## src/rtl/lsu_pkg.sv

```systemverilog
`default_nettype none
// ============================================================================
// Module   : lsu_pkg
// Purpose  : Shared size encodings, FSM state type and access-legality check
//            for the load/store unit.
// Revision : 1.0  initial release
// ============================================================================
package lsu_pkg;

    localparam logic [1:0] SZ_BYTE    = 2'b00;
    localparam logic [1:0] SZ_HALF    = 2'b01;
    localparam logic [1:0] SZ_WORD    = 2'b10;
    localparam logic [1:0] SZ_ILLEGAL = 2'b11;

    typedef enum logic [2:0] {
        ST_IDLE   = 3'd0,
        ST_READ   = 3'd1,
        ST_WSETUP = 3'd2,
        ST_WPULSE = 3'd3,
        ST_WHOLD  = 3'd4,
        ST_RESP   = 3'd5
    } lsu_state_t;

    // Illegal size or an address not aligned to the access size.
    function automatic logic access_error(input logic [1:0] size,
                                          input logic [1:0] addr_lo);
        case (size)
            SZ_BYTE: access_error = 1'b0;
            SZ_HALF: access_error = addr_lo[0];
            SZ_WORD: access_error = |addr_lo;
            default: access_error = 1'b1;
        endcase
    endfunction

endpackage
`default_nettype wire

```

## src/rtl/lsu_lane_align.sv

```systemverilog
`default_nettype none
// ============================================================================
// Module   : lsu_lane_align
// Purpose  : Combinational little-endian lane extraction with sign/zero
//            extension for loads, and lane merge for sub-word stores.
// Revision : 1.0  initial release
// ============================================================================
module lsu_lane_align
    import lsu_pkg::*;
(
    input  logic [1:0]  i_addr_lo,
    input  logic [1:0]  i_size,
    input  logic        i_unsigned,
    input  logic [31:0] i_rdata,
    input  logic [31:0] i_wdata,
    output logic [31:0] o_load_data,
    output logic [31:0] o_merged
);

    logic [7:0]  w_byte;
    logic [15:0] w_half;

    always_comb begin
        case (i_addr_lo)
            2'd0:    w_byte = i_rdata[7:0];
            2'd1:    w_byte = i_rdata[15:8];
            2'd2:    w_byte = i_rdata[23:16];
            default: w_byte = i_rdata[31:24];
        endcase
        w_half = i_addr_lo[1] ? i_rdata[31:16] : i_rdata[15:0];
    end

    always_comb begin
        case (i_size)
            SZ_BYTE: o_load_data = {{24{~i_unsigned & w_byte[7]}}, w_byte};
            SZ_HALF: o_load_data = {{16{~i_unsigned & w_half[15]}}, w_half};
            default: o_load_data = i_rdata;
        endcase
    end

    // Unaddressed lanes keep the word just fetched from memory.
    always_comb begin
        o_merged = i_rdata;
        case (i_size)
            SZ_BYTE: begin
                case (i_addr_lo)
                    2'd0:    o_merged[7:0]   = i_wdata[7:0];
                    2'd1:    o_merged[15:8]  = i_wdata[7:0];
                    2'd2:    o_merged[23:16] = i_wdata[7:0];
                    default: o_merged[31:24] = i_wdata[7:0];
                endcase
            end
            SZ_HALF: begin
                if (i_addr_lo[1]) o_merged[31:16] = i_wdata[15:0];
                else              o_merged[15:0]  = i_wdata[15:0];
            end
            default: o_merged = i_wdata;
        endcase
    end

endmodule
`default_nettype wire

```

## src/rtl/load_store_unit.sv

```systemverilog
`default_nettype none
// ============================================================================
// Module   : load_store_unit
// Purpose  : Data-memory initiator for byte/half/word loads and stores, with
//            read-modify-write for sub-word stores. Optional performance
//            counters are enabled by defining LSU_PERF_CNT_EN.
// Revision : 1.0  initial release
// ============================================================================
module load_store_unit
    import lsu_pkg::*;
#(
    parameter int WAIT_CYCLES = 1,
    parameter int CNT_W       = 16
)(
    input  logic        Clock,
    input  logic        Reset_n,
    input  logic        ReqValid,
    output logic        ReqReady,
    input  logic        ReqWrite,
    input  logic [1:0]  ReqSize,
    input  logic        ReqUnsigned,
    input  logic [31:0] ReqAddr,
    input  logic [31:0] ReqWData,
    output logic        RspValid,
    output logic [31:0] RspData,
    output logic        RspError,
    output logic [31:0] Address,
    output logic [31:0] WriteData,
    output logic        MemWrite,
    output logic        MemRead,
    input  logic [31:0] ReadData
`ifdef LSU_PERF_CNT_EN
    ,
    output logic [CNT_W-1:0] LoadCount,
    output logic [CNT_W-1:0] StoreCount,
    output logic [CNT_W-1:0] ErrCount
`endif
);

    if (WAIT_CYCLES < 1) begin : g_wait_check
        $error("load_store_unit: WAIT_CYCLES must be at least 1");
    end
    if (CNT_W < 1) begin : g_cnt_check
        $error("load_store_unit: CNT_W must be at least 1");
    end

    localparam int                c_WAIT_W    = (WAIT_CYCLES > 1) ? $clog2(WAIT_CYCLES) : 1;
    localparam logic [c_WAIT_W-1:0] c_WAIT_LAST = c_WAIT_W'(WAIT_CYCLES - 1);

    lsu_state_t          r_state;
    lsu_state_t          w_next_state;
    logic                r_write;
    logic [1:0]          r_size;
    logic                r_unsigned;
    logic                r_err;
    logic [31:0]         r_addr;
    logic [31:0]         r_wdata;
    logic [31:0]         r_rsp_data;
    logic [c_WAIT_W-1:0] r_wait;

    logic                w_req_err;
    logic                w_read_last;
    logic                w_wr_phase;
    logic                w_mem_phase;
    logic [31:0]         w_load_data;
    logic [31:0]         w_merged;

    assign w_req_err   = access_error(ReqSize, ReqAddr[1:0]);
    assign w_read_last = (r_wait == c_WAIT_LAST);

    always_ff @(posedge Clock) begin
        if (!Reset_n) r_state <= ST_IDLE;
        else          r_state <= w_next_state;
    end

    always_comb begin
        w_next_state = r_state;
        case (r_state)
            ST_IDLE: begin
                if (ReqValid) begin
                    if (w_req_err)                         w_next_state = ST_RESP;
                    else if (ReqWrite && ReqSize == SZ_WORD) w_next_state = ST_WSETUP;
                    else                                   w_next_state = ST_READ;
                end
            end
            ST_READ:   if (w_read_last) w_next_state = r_write ? ST_WSETUP : ST_RESP;
            ST_WSETUP: w_next_state = ST_WPULSE;
            ST_WPULSE: w_next_state = ST_WHOLD;
            ST_WHOLD:  w_next_state = ST_RESP;
            default:   w_next_state = ST_IDLE;
        endcase
    end

    // Request fields are captured on acceptance; the merged store word or the
    // extended load result is captured on the last READ edge.
    always_ff @(posedge Clock) begin
        if (!Reset_n) begin
            r_write    <= 1'b0;
            r_size     <= SZ_BYTE;
            r_unsigned <= 1'b0;
            r_err      <= 1'b0;
            r_addr     <= '0;
            r_wdata    <= '0;
            r_rsp_data <= '0;
            r_wait     <= '0;
        end else if (r_state == ST_IDLE && ReqValid) begin
            r_write    <= ReqWrite;
            r_size     <= ReqSize;
            r_unsigned <= ReqUnsigned;
            r_err      <= w_req_err;
            r_addr     <= ReqAddr;
            r_wdata    <= ReqWData;
            r_rsp_data <= '0;
            r_wait     <= '0;
        end else if (r_state == ST_READ) begin
            r_wait <= r_wait + 1'b1;
            if (w_read_last) begin
                if (r_write) r_wdata    <= w_merged;
                else         r_rsp_data <= w_load_data;
            end
        end
    end

    lsu_lane_align u_align (
        .i_addr_lo   (r_addr[1:0]),
        .i_size      (r_size),
        .i_unsigned  (r_unsigned),
        .i_rdata     (ReadData),
        .i_wdata     (r_wdata),
        .o_load_data (w_load_data),
        .o_merged    (w_merged)
    );

    assign w_wr_phase  = (r_state == ST_WSETUP) || (r_state == ST_WPULSE) ||
                         (r_state == ST_WHOLD);
    assign w_mem_phase = w_wr_phase || (r_state == ST_READ);

    assign ReqReady  = (r_state == ST_IDLE);
    assign RspValid  = (r_state == ST_RESP);
    assign RspData   = (r_state == ST_RESP) ? r_rsp_data : '0;
    assign RspError  = (r_state == ST_RESP) && r_err;
    assign MemRead   = (r_state == ST_READ);
    assign MemWrite  = (r_state == ST_WPULSE);
    assign Address   = w_mem_phase ? {2'b00, r_addr[31:2]} : '0;
    assign WriteData = w_wr_phase ? r_wdata : '0;

`ifdef LSU_PERF_CNT_EN
    logic [CNT_W-1:0] r_load_cnt;
    logic [CNT_W-1:0] r_store_cnt;
    logic [CNT_W-1:0] r_err_cnt;

    // Saturating counters, one bump per response of the matching class.
    always_ff @(posedge Clock) begin
        if (!Reset_n) begin
            r_load_cnt  <= '0;
            r_store_cnt <= '0;
            r_err_cnt   <= '0;
        end else if (r_state == ST_RESP) begin
            if (r_err) begin
                if (!(&r_err_cnt)) r_err_cnt <= r_err_cnt + 1'b1;
            end else if (r_write) begin
                if (!(&r_store_cnt)) r_store_cnt <= r_store_cnt + 1'b1;
            end else begin
                if (!(&r_load_cnt)) r_load_cnt <= r_load_cnt + 1'b1;
            end
        end
    end

    assign LoadCount  = r_load_cnt;
    assign StoreCount = r_store_cnt;
    assign ErrCount   = r_err_cnt;
`endif

endmodule
`default_nettype wire

```

## config.mk

```make
export PLATFORM = sky130hd
export DESIGN_NAME = load_store_unit
export DESIGN_NICKNAME = d
export VERILOG_FILES = /design/src/rtl/lsu_pkg.sv /design/src/rtl/lsu_lane_align.sv /design/src/rtl/load_store_unit.sv
export SDC_FILE = /design/constraint.sdc
export NUM_CORES = 1
export LEC_CHECK = 0
export BUFFER_PORTS_ARGS = -buffer_cell sky130_fd_sc_hd__buf_2
export CORE_UTILIZATION = 48
export CTS_BUF_LIST = sky130_fd_sc_hd__clkbuf_8
export DETAILED_ROUTE_END_ITERATION = 7
export GPL_ROUTABILITY_DRIVEN = 1
export PLACE_DENSITY_LB_ADDON = 0.25
export SYNTH_ARGS = -nofsm -noshare
export SYNTH_HDL_FRONTEND = slang
export SYNTH_SLANG_ARGS = --single-unit
```

## constraint.sdc

```tcl
create_clock -name Clock -period 4.27 [get_ports Clock]
set_input_delay 1.281 -clock Clock [delete_from_list [all_inputs] [get_ports Clock]]
set_output_delay 1.281 -clock Clock [all_outputs]
set_load 0.01 [all_outputs]
```

# [Yosys cells after proc, flatten, opt, wreduce, memory -nomap -nowiden]
# Index checks and enable logic that the tools add are counted.
[op_classes] n_mux=24 magnitude_cmp=0 reduce_logical=21 n_eq_ne=15 n_div=0 n_shift=0 n_addsub=1 n_bitwise=6 n_mul=0
[op_table] cell="$mux 32" count=6
[op_table] cell="$pmux 32 s2" count=2
[op_table] cell="$mux 16" count=3
[op_table] cell="$mux 8" count=4
[op_table] cell="$mux 30" count=1
[op_table] cell="$pmux 8 s3" count=1
[op_table] cell="$pmux 3 s5" count=1
[op_table] cell="$mux 3" count=4
[op_table] cell="$eq 2x1->1 const B" count=3
[op_table] cell="$eq 3x2->1 const B" count=2
[op_table] cell="$eq 3x3->1 const B" count=2
[op_table] cell="$logic_not 2->1" count=3
[op_table] cell="$ne 3x3->1 const B" count=2
[op_table] cell="$reduce_and 6->1" count=1
[op_table] cell="$reduce_and 5->1" count=1
[op_table] cell="$eq 2x2->1 const B" count=2
[op_table] cell="$ne 2x2->1 const B" count=2
[op_table] cell="$not 1->1" count=4
[op_table] cell="$reduce_and 4->1" count=1
[op_table] cell="$reduce_bool 2->1" count=2
[op_table] cell="$reduce_or 2->1" count=2
[op_table] cell="$eq 3x1->1 const B" count=1
[op_table] cell="$logic_and 1x1->1" count=3
[op_table] cell="$logic_not 3->1" count=1
[op_table] cell="10 further kinds" count=13
[word_totals] ramBits=0 mem_bits_ro=0 regBits=105 in_bits=103 out_inout_bits=101 latchBits=0 word_cells=78 memories=0

# [Logic depth before layout (Yosys ltp)]
[logic_depth] word_depth=8 depth_mapped=7 depth_no_buf=4

# [Hierarchy]
# Synthesis repeated with hierarchy kept, for this count alone.
[unflattened] hier_cells=862 area_unflattened_um2=7056.8
[modules_own_cells] module="load_store_unit" seq_area_each_um2=2102.0 cells_each=611 instances=1 area_per_inst_um2=5128.7
[modules_own_cells] module="lsu_lane_align" seq_area_each_um2=0.0 cells_each=251 instances=1 area_per_inst_um2=1928.1

# [Least setup slack after synthesis]
# No wires, ideal clock.
[synth_path] path_kind="reg-to-output" from="register r_state[0]" to="output port WriteData[10]" n_path_buf=2 path_stages_with_launch=6 slack_ns=1.559 t_arrival_ns=1.430 t_required_ns=2.989 cell_sequence="dfxtp_1 clkbuf_1 nor2_1 mux2i_1 clkbuf_1 nor2b_1"
[synth_between] elab_chain_cells=4 elab_cells_between_ends=6 cone_classes="eq/ne: 3; mux: 1; reduce/logical: 2"
[synth_rtl] item="start: declaration" line="load_store_unit.sv:50" source="lsu_state_t r_state;"
[synth_rtl] item="start signal: assignment" line="load_store_unit.sv:73" source="else r_state <= w_next_state;"
[synth_rtl] item="$eq 3x2->1" line="load_store_unit.sv:134" source="assign w_wr_phase = (r_state == ST_WSETUP) || (r_state == ST_WPULSE) ||"
[synth_rtl] item="$logic_or 1x1->1" line="load_store_unit.sv:134"
[synth_rtl] item="$logic_or 1x1->1 (*)" line="load_store_unit.sv:134"
[synth_rtl] item="$mux 32 (*)" line="load_store_unit.sv:145" source="assign WriteData = w_wr_phase ? r_wdata : '0;"
[synth_rtl] item="end: declaration" line="load_store_unit.sv:28" source="output logic [31:0] WriteData,"
# Every way passes the cells marked *; elsewhere a longest branch is shown, timed or not.

# [Worst setup path in the final report]
[layout_path] from="register r_state[0]" to="output port Address[17]"
[layout_between] elab_chain_cells=5 elab_cells_between_ends=8 cone_classes="eq/ne: 4; mux: 1; reduce/logical: 3"
[layout_rtl] item="$eq 3x2->1" line="load_store_unit.sv:134"
[layout_rtl] item="$logic_or 1x1->1 (2 in series)" line="load_store_unit.sv:134"
[layout_rtl] item="$logic_or 1x1->1 (*)" line="load_store_unit.sv:136" source="assign w_mem_phase = w_wr_phase || (r_state == ST_READ);"
[layout_rtl] item="$mux 30 (*)" line="load_store_unit.sv:144" source="assign Address = w_mem_phase ? {2'b00, r_addr[31:2]} : '0;"
[layout_rtl] item="end: declaration" line="load_store_unit.sv:27" source="output logic [31:0] Address,"
# Marks and branches as above.

==> summary.txt <==
Synthesis
  • Synth Register Bits: 105
  • Synth Area in XOR/XNOR: 0.00157
  • Synth top area share: 0.376
  • Synth Area per Inst: 8.12 µm²
  • Adder-Cell Fraction of Synth Area: 0
  • Synth area leaders: dfxtp_1 38%, and2_1 7.1%, nand2_1 6.9%
  • Synth cell types: 49
  • Register area share after synthesis: 0.376
  • Post-synth EDFFs: 0
  • Leading area contributor after synthesis: dfxtp_1
  • Largest family of logic cells by synthesized area: compound AO/OA/AOI/OAI gates
  • Post-synthesis compound-gate area fraction: 0.237
  • Synth Area in Simple Gates: 0.234
  • Mapped cell area: 0.00559 mm²
  • Primary FF master, synth: dfxtp_1
  • Syn Inst Count: 688
  • Fraction of synthesized area in multiplexers: 0.0957
  • Ys Warns: 0
  • Synth async-reset ratio: 0

Status
  • Status: finished, final reports clean

Routing
  • Final antenna-violating net count: 0
  • Wirelength, routed: 16,700 µm
  • Routed vias/inst: 5.63
  • Via count: 5,607
  • Pre-antenna DRT Iters: 5
  • DR DRC count: 0
  • DR iter-0 viols: 391
  • WL per Instance: 16.8 µm

Critical path
  • Worst reg2reg endpoint: r_wdata[5]
  • R2r startpoint: r_addr[1]
  • Critical path startpoint category: register
  • CP required: 2990 ps
  • CP cell instances: nor2_1 -> xnor2_2 -> and2_1 -> buf_2
  • CP max stage delay: 870 ps
  • CP Capture Type: primary output
  • Critical Path Fanout Max: 30
  • Crit Path Category: register to primary output
  • Worst path slowest cell: xnor2_2
  • Reg2Reg Depth: 4
  • Reg2Reg Setup Slack: 1420 ps
  • WP data arrival: 2460 ps

Clock network
  • CTS tree: built
  • Hold buffers post-CTS: 0
  • Clk Latency, worst-skew pair: 380 ps
  • Max Root-Sink Buffers: 2
  • Number of setup buffers added after CTS: 0
  • Total CTS buffers: 9
  • Clock-pin slew on the worst setup and hold paths: 100 ps
  • Root buffer cell: clkbuf_8
  • H-tree depth: 3
  • Post-CTS sizing: 0
  • Total clock sinks: 105

Pwr
  • Power per Cell Area: 532 mW/mm²
  • Leak pwr: 3.08 nW
  • Peak supply drop: 265 µV

Die
  • Effective utilization at floorplan: 0.491
  • Top Ports: 204
  • Chip width: 110 µm
  • Die Ht: 110 µm
  • Die area: 0.0121 mm²
  • Core Rows: 39
  • Core area: 0.0114 mm²

Hold path
  • HP Start: r_addr[9]
  • Hold path endpoint: r_addr[9]
  • Hold Crit Depth: 2
  • Hold crit path type: register to register

STA
  • Slew Limit Fails: 0
  • Final Hold Viols: 0
  • Setup TNS: 0 ps
  • Min Tclk post-route: 3740 ps
  • # setup viols final: 0
  • Worst rel slew slack: 0.275
  • Final Worst Setup Slack: 528 ps
  • RSZ-0062 raised after global routing: no
  • Slew @ Worst Pin: 1080 ps
  • Final period util: 0.876
  • Max Fclk: 0.267 GHz
  • Worst Skew: 11.0 ps

Global route
  • Global-route wire length before repair: 25,400 µm
  • Grt met3 use: 0.0498
  • Global Route Usage Sum: 0.275
  • GR peak layer: met2
  • Grt total ovfl: 0
  • Met1 capacity usage during global routing: 0.344
  • Vias in the first global route: 5,116
  • Initial antenna violation count: 1
  • Grt met2 use: 0.453
  • Largest net degree at the start of global routing: 42

Placement
  • DP HPWL: 12,400 µm
  • Dpl ws: 977 ps
  • Area after DPL: 0.00658 mm²
  • Gpl congestion: 0.886
  • PortBufs: 201

Final layout
  • Commonest non-fill, non-tap cell in the layout: buf_2
  • Fillcell total: 1,048
  • Synthesis-to-layout area growth: 21.2%
  • Fin nets: 950
  • Post-route cell area: 0.00677 mm²
  • Core Util, Final: 0.596
  • Fraction of layout cells with a size suffix above 1: 0.292
  • Leading cell types in the layout, fill and taps excluded: 201 x buf_2, 105 x dfxtp_1, 103 x nand2_1

Flow run
  • MaxCap Viol Count: 0
how the worst max path moves through the flow:
stage | startpoint | endpoint | slack, ps | cells after the start
detailed placement | r_state[0] | Address[16] | 980 | 4
floorplan | r_state[0] | WriteData[10] | 1560 | 5
global placement | r_state[0] | Address[17] | 1060 | 4
CTS | r_state[0] | Address[16] | 530 | 4
finish | r_state[0] | Address[17] | 530 | 4
global route | r_state[0] | Address[16] | 340 | 4
layer usage:
metal / routed length [µm] / up-vias / part of all wire
met2: 7970 / 238 / 0.48
met3: 1250 / 35 / 0.075
met4: 511 / 0 / 0.031
met1: 6990 / 2605 / 0.42
li1: - / 2729 / -
met5: 0 / - / 0
sequential cells by signal (all words and copies together), names as in the netlist:
signal and cells:
r_wait 1, r_unsigned 1, r_state 3, r_err 1, r_addr 32, r_wdata 32, r_write 1, r_size 2
r_rsp_data 32
worst max-delay path, delay by kind of cell (launching register included):
| family | cells | cell delay [ps] |
|---|---|---|
| flops | 1 | 600 |
| simple gates | 2 | 470 |
| xor+xnor | 1 | 870 |
| buf+inv | 1 | 140 |
power breakdown:
part	switching, mW	total [mW]	leakage [nW]	internal (mW)
Sequential	0.239	1.49	0.860	1.25
Clock	0.332	0.612	0.107	0.279
Combinational	0.898	1.51	2.11	0.608
Total	1.47	3.60	3.08	2.13
logic make-up (layout without fill, tap and decap cells):
logic type	count (synthesis)	after routing
AO/OA/AOI/OAI	207	207
other	1	3
multiplexers	49	49
XOR/XNOR	1	1
buffers and inverters	69	232
AND/OR/NAND/NOR	256	256
flip-flops	105	105
synthesized netlist by cell type, types with 8 or more instances:
master and number:
o311a_1 8, buf_2 10, nand3_1 12, o22ai_1 8, clkbuf_1 45, mux2_2 15
o221ai_1 8, a221oi_1 9, nand2b_1 14, nand2_1 103, dfxtp_1 105, mux2i_1 32
a22o_1 10, a22oi_1 8, and2_1 63, nor2b_1 34, a32oi_1 8, a21oi_1 69
o21ai_0 57, nor2_1 17
area by class of cell:
cell class,instances,area [µm²],area share
Sequential cell,105,2100,0.310
Timing Repair Buffer,210,1070,0.159
Antenna cell,1,2.50,0.000370
Tap cell,143,179,0.0264
Clock inverter,6,52.6,0.00776
Clock buffer,10,138,0.0203
Multi-Input combinational cell,515,3200,0.473
Inverter,6,22.5,0.00333
through the flow:
stage                     hold slack (ps)  power (mW)  instances
after floorplan                       432        2.54        689
after global placement                437        2.94        979
after detailed placement              444        3.00        979
after CTS                             458        3.61        995
after global routing                  473        3.85        995
final                                 454        3.60        996
Power figures use the tool's default switching activity.
